**src/rtl/dot_product_accum_if.sv**
```systemverilog
// rtl/dot_product_accum_if.sv - Job request, operand stream and result handshake bundle for dot_product_accum.
interface dot_product_accum_if #(
  parameter int DATA_W = 16,
  parameter int ACC_W  = 40,
  parameter int LEN_W  = 8
);
  logic              start;
  logic [LEN_W-1:0]  length;
  logic              in_valid;
  logic              in_ready;
  logic [DATA_W-1:0] a;
  logic [DATA_W-1:0] b;
  logic              out_valid;
  logic              out_ready;
  logic [ACC_W-1:0]  result;
  logic              busy;
  logic              overflow;

  modport master (
    output start, length, in_valid, a, b, out_ready,
    input  in_ready, out_valid, result, busy, overflow
  );

  modport slave (
    input  start, length, in_valid, a, b, out_ready,
    output in_ready, out_valid, result, busy, overflow
  );
endinterface

```
**src/rtl/dot_product_accum.sv**
```systemverilog
// rtl/dot_product_accum.sv - Streaming signed multiply-accumulate returning one dot product per job.
// Define DOT_PRODUCT_SATURATE_EN to clamp the accumulator on overflow instead of wrapping.
module dot_product_accum #(
  parameter int DATA_W = 16,
  parameter int ACC_W  = 40,
  parameter int LEN_W  = 8
) (
  input  logic                clock,
  input  logic                reset_L,
  dot_product_accum_if.slave  bus
);

  localparam int PROD_W = 2 * DATA_W;

  typedef enum logic [1:0] {
    IDLE  = 2'd0,
    ACCUM = 2'd1,
    DONE  = 2'd2
  } state_t;

  state_t                    state, state_next;
  logic signed [ACC_W-1:0]   acc, acc_next;
  logic        [LEN_W-1:0]   remaining, remaining_next;
  logic                      ovf, ovf_next;

  logic                      accept;
  logic signed [DATA_W-1:0]  op_a, op_b;
  logic signed [PROD_W-1:0]  prod;
  logic signed [ACC_W-1:0]   prod_ext;
  logic signed [ACC_W-1:0]   sum;
  logic signed [ACC_W-1:0]   acc_add;
  logic                      add_ovf;

`ifdef DOT_PRODUCT_SATURATE_EN
  localparam logic signed [ACC_W-1:0] ACC_MAX = {1'b0, {(ACC_W-1){1'b1}}};
  localparam logic signed [ACC_W-1:0] ACC_MIN = {1'b1, {(ACC_W-1){1'b0}}};
`endif

  // Operands are forced to zero unless a beat is taken, so junk on a/b never reaches state.
  always_comb begin
    accept   = (state == ACCUM) && bus.in_valid;
    op_a     = accept ? $signed(bus.a) : '0;
    op_b     = accept ? $signed(bus.b) : '0;
    prod     = PROD_W'(op_a) * PROD_W'(op_b);
    prod_ext = ACC_W'(prod);
    sum      = acc + prod_ext;
    add_ovf  = (acc[ACC_W-1] == prod_ext[ACC_W-1]) && (sum[ACC_W-1] != acc[ACC_W-1]);
`ifdef DOT_PRODUCT_SATURATE_EN
    if (add_ovf) begin
      acc_add = acc[ACC_W-1] ? ACC_MIN : ACC_MAX;
    end else begin
      acc_add = sum;
    end
`else
    acc_add = sum;
`endif
  end

  always_ff @(posedge clock or negedge reset_L) begin
    if (!reset_L) begin
      state     <= IDLE;
      acc       <= '0;
      remaining <= '0;
      ovf       <= 1'b0;
    end else begin
      state     <= state_next;
      acc       <= acc_next;
      remaining <= remaining_next;
      ovf       <= ovf_next;
    end
  end

  always_comb begin
    state_next     = state;
    acc_next       = acc;
    remaining_next = remaining;
    ovf_next       = ovf;
    case (state)
      IDLE: begin
        if (bus.start) begin
          acc_next = '0;
          ovf_next = 1'b0;
          if (bus.length != '0) begin
            remaining_next = bus.length;
            state_next     = ACCUM;
          end else begin
            state_next = DONE;
          end
        end
      end
      ACCUM: begin
        if (accept) begin
          acc_next       = acc_add;
          ovf_next       = ovf | add_ovf;
          remaining_next = remaining - 1'b1;
          if (remaining == LEN_W'(1)) begin
            state_next = DONE;
          end
        end
      end
      DONE: begin
        if (bus.out_ready) begin
          state_next = IDLE;
        end
      end
      default: begin
        state_next = IDLE;
      end
    endcase
  end

  assign bus.in_ready  = (state == ACCUM);
  assign bus.out_valid = (state == DONE);
  assign bus.busy      = (state != IDLE);
  assign bus.result    = acc;
  assign bus.overflow  = ovf;

endmodule

```
**src/flat_wrapper.sv**
```systemverilog
// flat-port wrapper written by rule: the top's interface ports become plain ports
module dot_product_accum_flat 
#(
  parameter int DATA_W = 16,
  parameter int ACC_W  = 40,
  parameter int LEN_W  = 8
)
  (clock, reset_L, bus_start, bus_length, bus_in_valid, bus_a, bus_b, bus_out_ready, bus_in_ready, bus_out_valid, bus_result, bus_busy, bus_overflow);
  dot_product_accum_if #(.DATA_W(DATA_W), .ACC_W(ACC_W), .LEN_W(LEN_W)) bus_i ();
  input  logic clock;
  input  logic reset_L;
  input wire logic [$bits(bus_i.start)-1:0] bus_start;
  input wire logic [$bits(bus_i.length)-1:0] bus_length;
  input wire logic [$bits(bus_i.in_valid)-1:0] bus_in_valid;
  input wire logic [$bits(bus_i.a)-1:0] bus_a;
  input wire logic [$bits(bus_i.b)-1:0] bus_b;
  input wire logic [$bits(bus_i.out_ready)-1:0] bus_out_ready;
  output wire logic [$bits(bus_i.in_ready)-1:0] bus_in_ready;
  output wire logic [$bits(bus_i.out_valid)-1:0] bus_out_valid;
  output wire logic [$bits(bus_i.result)-1:0] bus_result;
  output wire logic [$bits(bus_i.busy)-1:0] bus_busy;
  output wire logic [$bits(bus_i.overflow)-1:0] bus_overflow;
  assign bus_i.start = bus_start;
  assign bus_i.length = bus_length;
  assign bus_i.in_valid = bus_in_valid;
  assign bus_i.a = bus_a;
  assign bus_i.b = bus_b;
  assign bus_i.out_ready = bus_out_ready;
  assign bus_in_ready = bus_i.in_ready;
  assign bus_out_valid = bus_i.out_valid;
  assign bus_result = bus_i.result;
  assign bus_busy = bus_i.busy;
  assign bus_overflow = bus_i.overflow;
  dot_product_accum #(.DATA_W(DATA_W), .ACC_W(ACC_W), .LEN_W(LEN_W)) u_core (.clock(clock), .reset_L(reset_L), .bus(bus_i));
endmodule
```
**config.mk**
```make
export PLATFORM = sky130hd
export DESIGN_NAME = dot_product_accum_flat
export DESIGN_NICKNAME = d
export VERILOG_FILES = /design/src/rtl/dot_product_accum_if.sv /design/src/rtl/dot_product_accum.sv /design/src/flat_wrapper.sv
export SDC_FILE = /design/constraint.sdc
export NUM_CORES = 1
export LEC_CHECK = 0
export ABC_AREA = 1
export CAP_MARGIN = 20
export CORE_ASPECT_RATIO = 0.7
export CORE_UTILIZATION = 60
export CTS_CLUSTER_DIAMETER = 100
export CTS_CLUSTER_SIZE = 25
export DETAILED_ROUTE_END_ITERATION = 6
export PLACE_DENSITY_LB_ADDON = 0.3
export SYNTH_ARGS = -nofsm -noshare
export SYNTH_HDL_FRONTEND = slang
export SYNTH_SLANG_ARGS = --single-unit
```
**constraint.sdc**
```tcl
create_clock -name clock -period 9.95 [get_ports clock]
set_input_delay 1.99 -clock clock [delete_from_list [all_inputs] [get_ports clock]]
set_output_delay 1.99 -clock clock [all_outputs]
set_load 0.01 [all_outputs]
```
==> flow_summary.ini <==
[final_layout]
final_nets = 2622
seqCellArea_sq_um = 1276
drive_gt1_share_pct = 8.805
mostFrequentLayoutCell = nand2_1
final_cell_mix = 456 x nand2_1, 443 x inv_1, 265 x nor2_1
multi_input_area_sq_um = 12030
areaGrowthSynthToFinish_pct = 14.61
fillCellCount = 2085
antenna_cells = 0

[synthesis]
synth_top_cell_by_area = fa_1
ys_warn_count = 0
seq_area_frac_synth_pct = 8.509
ys_ff_latch = 51
syn_nets = 2461
yosys.area.top_type_share_pct = 35.10
syn-cell-area_sq_um = 15000
yosys.cell_types.count = 53
syn_area_per_cell_sq_um = 7.389
async_flop_share_pct = 100.0
netlist_instances = 2030
synth_edf_count = 0
synthTopCellsByArea = fa_1 35%, nand2_1 11%, inv_1 11%
ys.flop_type = dfrtp_1

[timing]
fin_crit_ns = 9.726
fin_crit_sh_pct = 97.75
rsz0062_at_grt = yes
tightest_slew_ns = 0.7091
setup_ws_ns = 0.2240
finalHoldViolCount = 0
slew_viol_final = 0
finalSetupViolCount = 0
fin_skew_ns = 0.007956
maxSlewHeadroom_pct = 52.73
fmax_mhz = 102.8

[critical_path]
critical_path_required_ns = 10.14
crit_fanout = 21
path_delay_family = adder cells
worstPathArrival_ns = 9.92
timing.rr.end = u_core.bus.result[33]
cp_common_cell = inv_1
crit_slowest_cell = clkdlybuf4s50_1
reg2reg_from = u_core.state[1]
max_stage_delay_ns = 0.54
worst-r2r-cell-count = 36
reg2reg_slack_ns = 1.67
critPathBufInv = 11
critPathKind = in -> reg
crit_path_end_kind = flop
start_kind = input port

[placement]
hpwlAfterDp_um = 40940
gp_congestion = 1.089
place_ws_ns = -0.5119
port_buffers = 88

[floorplanning]
die-height_um = 134.3
core_sq_um = 24620
std_cell_rows = 48
io_pins = 89
die_w_um = 191.0
die_area_sq_um = 25650
initial_core_util_pct = 60.91

[global_route]
grt_antenna_before_repair = 0
grt_max_degree = 52
grt_pass1_wl_um = 74210
grt_overflow = 0
grt_pass1_vias = 13710
grt_usage_pct = 38.20

[routing]
drt_iter0_drc = 1721
vias = 14159
wirelength_um = 47230
drt_first_pass_iters = 6
viasPerCell = 5.625
drtAntennaViolNets = 0
drc = 0
wire_per_inst_um = 18.76

[worst_hold_path]
min-delay-start = u_core.bus.result[36]
hold_path_depth = 2
hp-class = reg -> reg
min_to = u_core.bus.result[36]

[clock_tree]
cts_tree = built
cts.sinks = 51
clk_latency_ns = 0.31
htreeDepth = 2
cts-buffers-inserted = 5
path_clk_slew_ns = 0.08
cts_buffer_depth = 2
cts_hold_buf = 0
cts-root-buf = clkbuf_16

[run]
drv_cap = 0

[outcome]
outcome = completed
registers in the layout (all words and copies together), names as in the netlist:
signal	cells
u_core.bus.overflow	1
u_core.bus.result	40
u_core.remaining	8
u_core.state	2
per-layer routing:
layer / global-route usage, % / vias to the layer above / wire length [um]
li1: - / 6461 / -
met1: 58.79 / 6756 / 20550
met2: 51.85 / 884 / 18760
met3: 13.68 / 58 / 7282
met4: 5.111 / 0 / 641
met5: 0 / - / 0
metrics by stage:
stage	util [%]	hold slack, ns	setup TNS, ns	instances	cell area [sq um]
6_report	69.81	0.5198	0	2517	17190
5_1_grt	69.81	0.5461	-0.03922	2517	17190
4_1_cts	68.98	0.5193	0	2511	16990
3_5_place_dp	68.32	0.4995	-2.881	2502	16820
3_3_place_gp	68.32	0.4946	-0.6126	2502	16820
2_1_floorplan	-	0.4770	0	2030	15000
worst reg2reg max path: cells and delay by family, from the launching register on:
kind / cells / cell delay (ns)
compound gates: 5 / 0.80
xor+xnor: 1 / 0.19
fa+ha+maj: 8 / 3.57
buf+inv: 10 / 1.10
flops: 1 / 0.49
simple gates: 12 / 2.00
what timing repair did:
action / in CTS / in global routing
resized for setup: 1 / 35
setup endpoints to repair: 2 / 12
pin swaps: 1 / 3
buffers inserted: 1 / 6
cell type report:
type,count,area share [%]
Multi-Input combinational cell,1491,69.98
Inverter,459,10.04
Timing Repair Buffer,183,9.317
Sequential cell,51,7.424
Tap cell,325,2.366
Clock buffer,5,0.7279
Clock inverter,3,0.1528
Yosys cell counts, types with 2 or more instances:
library cell / number
a21o_1: 12
a21oi_1: 89
a21oi_2: 8
a221oi_1: 2
a22o_1: 2
a31oi_1: 8
and3_1: 3
buf_1: 7
buf_2: 6
buf_6: 2
clkbuf_1: 14
clkinv_1: 2
dfrtp_1: 51
fa_1: 263
ha_1: 123
inv_1: 443
inv_2: 13
nand2_1: 457
nand2_2: 10
nand2_4: 2
nand3_1: 55
nand3_2: 4
nand3b_1: 2
nand4_1: 4
nor2_1: 270
nor2_2: 8
nor2_4: 3
nor3_1: 13
nor3_2: 4
nor4_1: 3
nor4_2: 2
o211ai_1: 4
o21ai_0: 66
o21ai_1: 18
o21bai_1: 7
o22ai_1: 4
xnor2_1: 12
xor2_1: 19
cell families (layout without fill, tap and decap cells):
group | after synthesis | count (layout) | share of synthesized area [%]
simple gates | 842 | 842 | 22.98
buf+inv | 488 | 650 | 12.38
fa+ha+maj | 386 | 386 | 45.36
compound gates | 232 | 232 | 8.959
flops | 51 | 51 | 8.508
xor+xnor | 31 | 31 | 1.810
how the worst max path moves through the flow:
stage                             from               endpoint  slack (ns)  cells after the start
final                     bus_in_valid  u_core.bus.result[33]        0.22                     36
after global routing      bus_in_valid  u_core.bus.result[33]       -0.03                     36
after CTS                 bus_in_valid  u_core.bus.result[33]       0.009                     33
after detailed placement  bus_in_valid  u_core.bus.result[33]       -0.51                     33
after global placement    bus_in_valid  u_core.bus.result[33]       -0.29                     31
after floorplan              bus_b[10]  u_core.bus.result[33]        1.30                     33
Power is left out: the tool's default activity adds up to more than one toggle a clock period on the data nets, which glitch-free logic cannot reach.
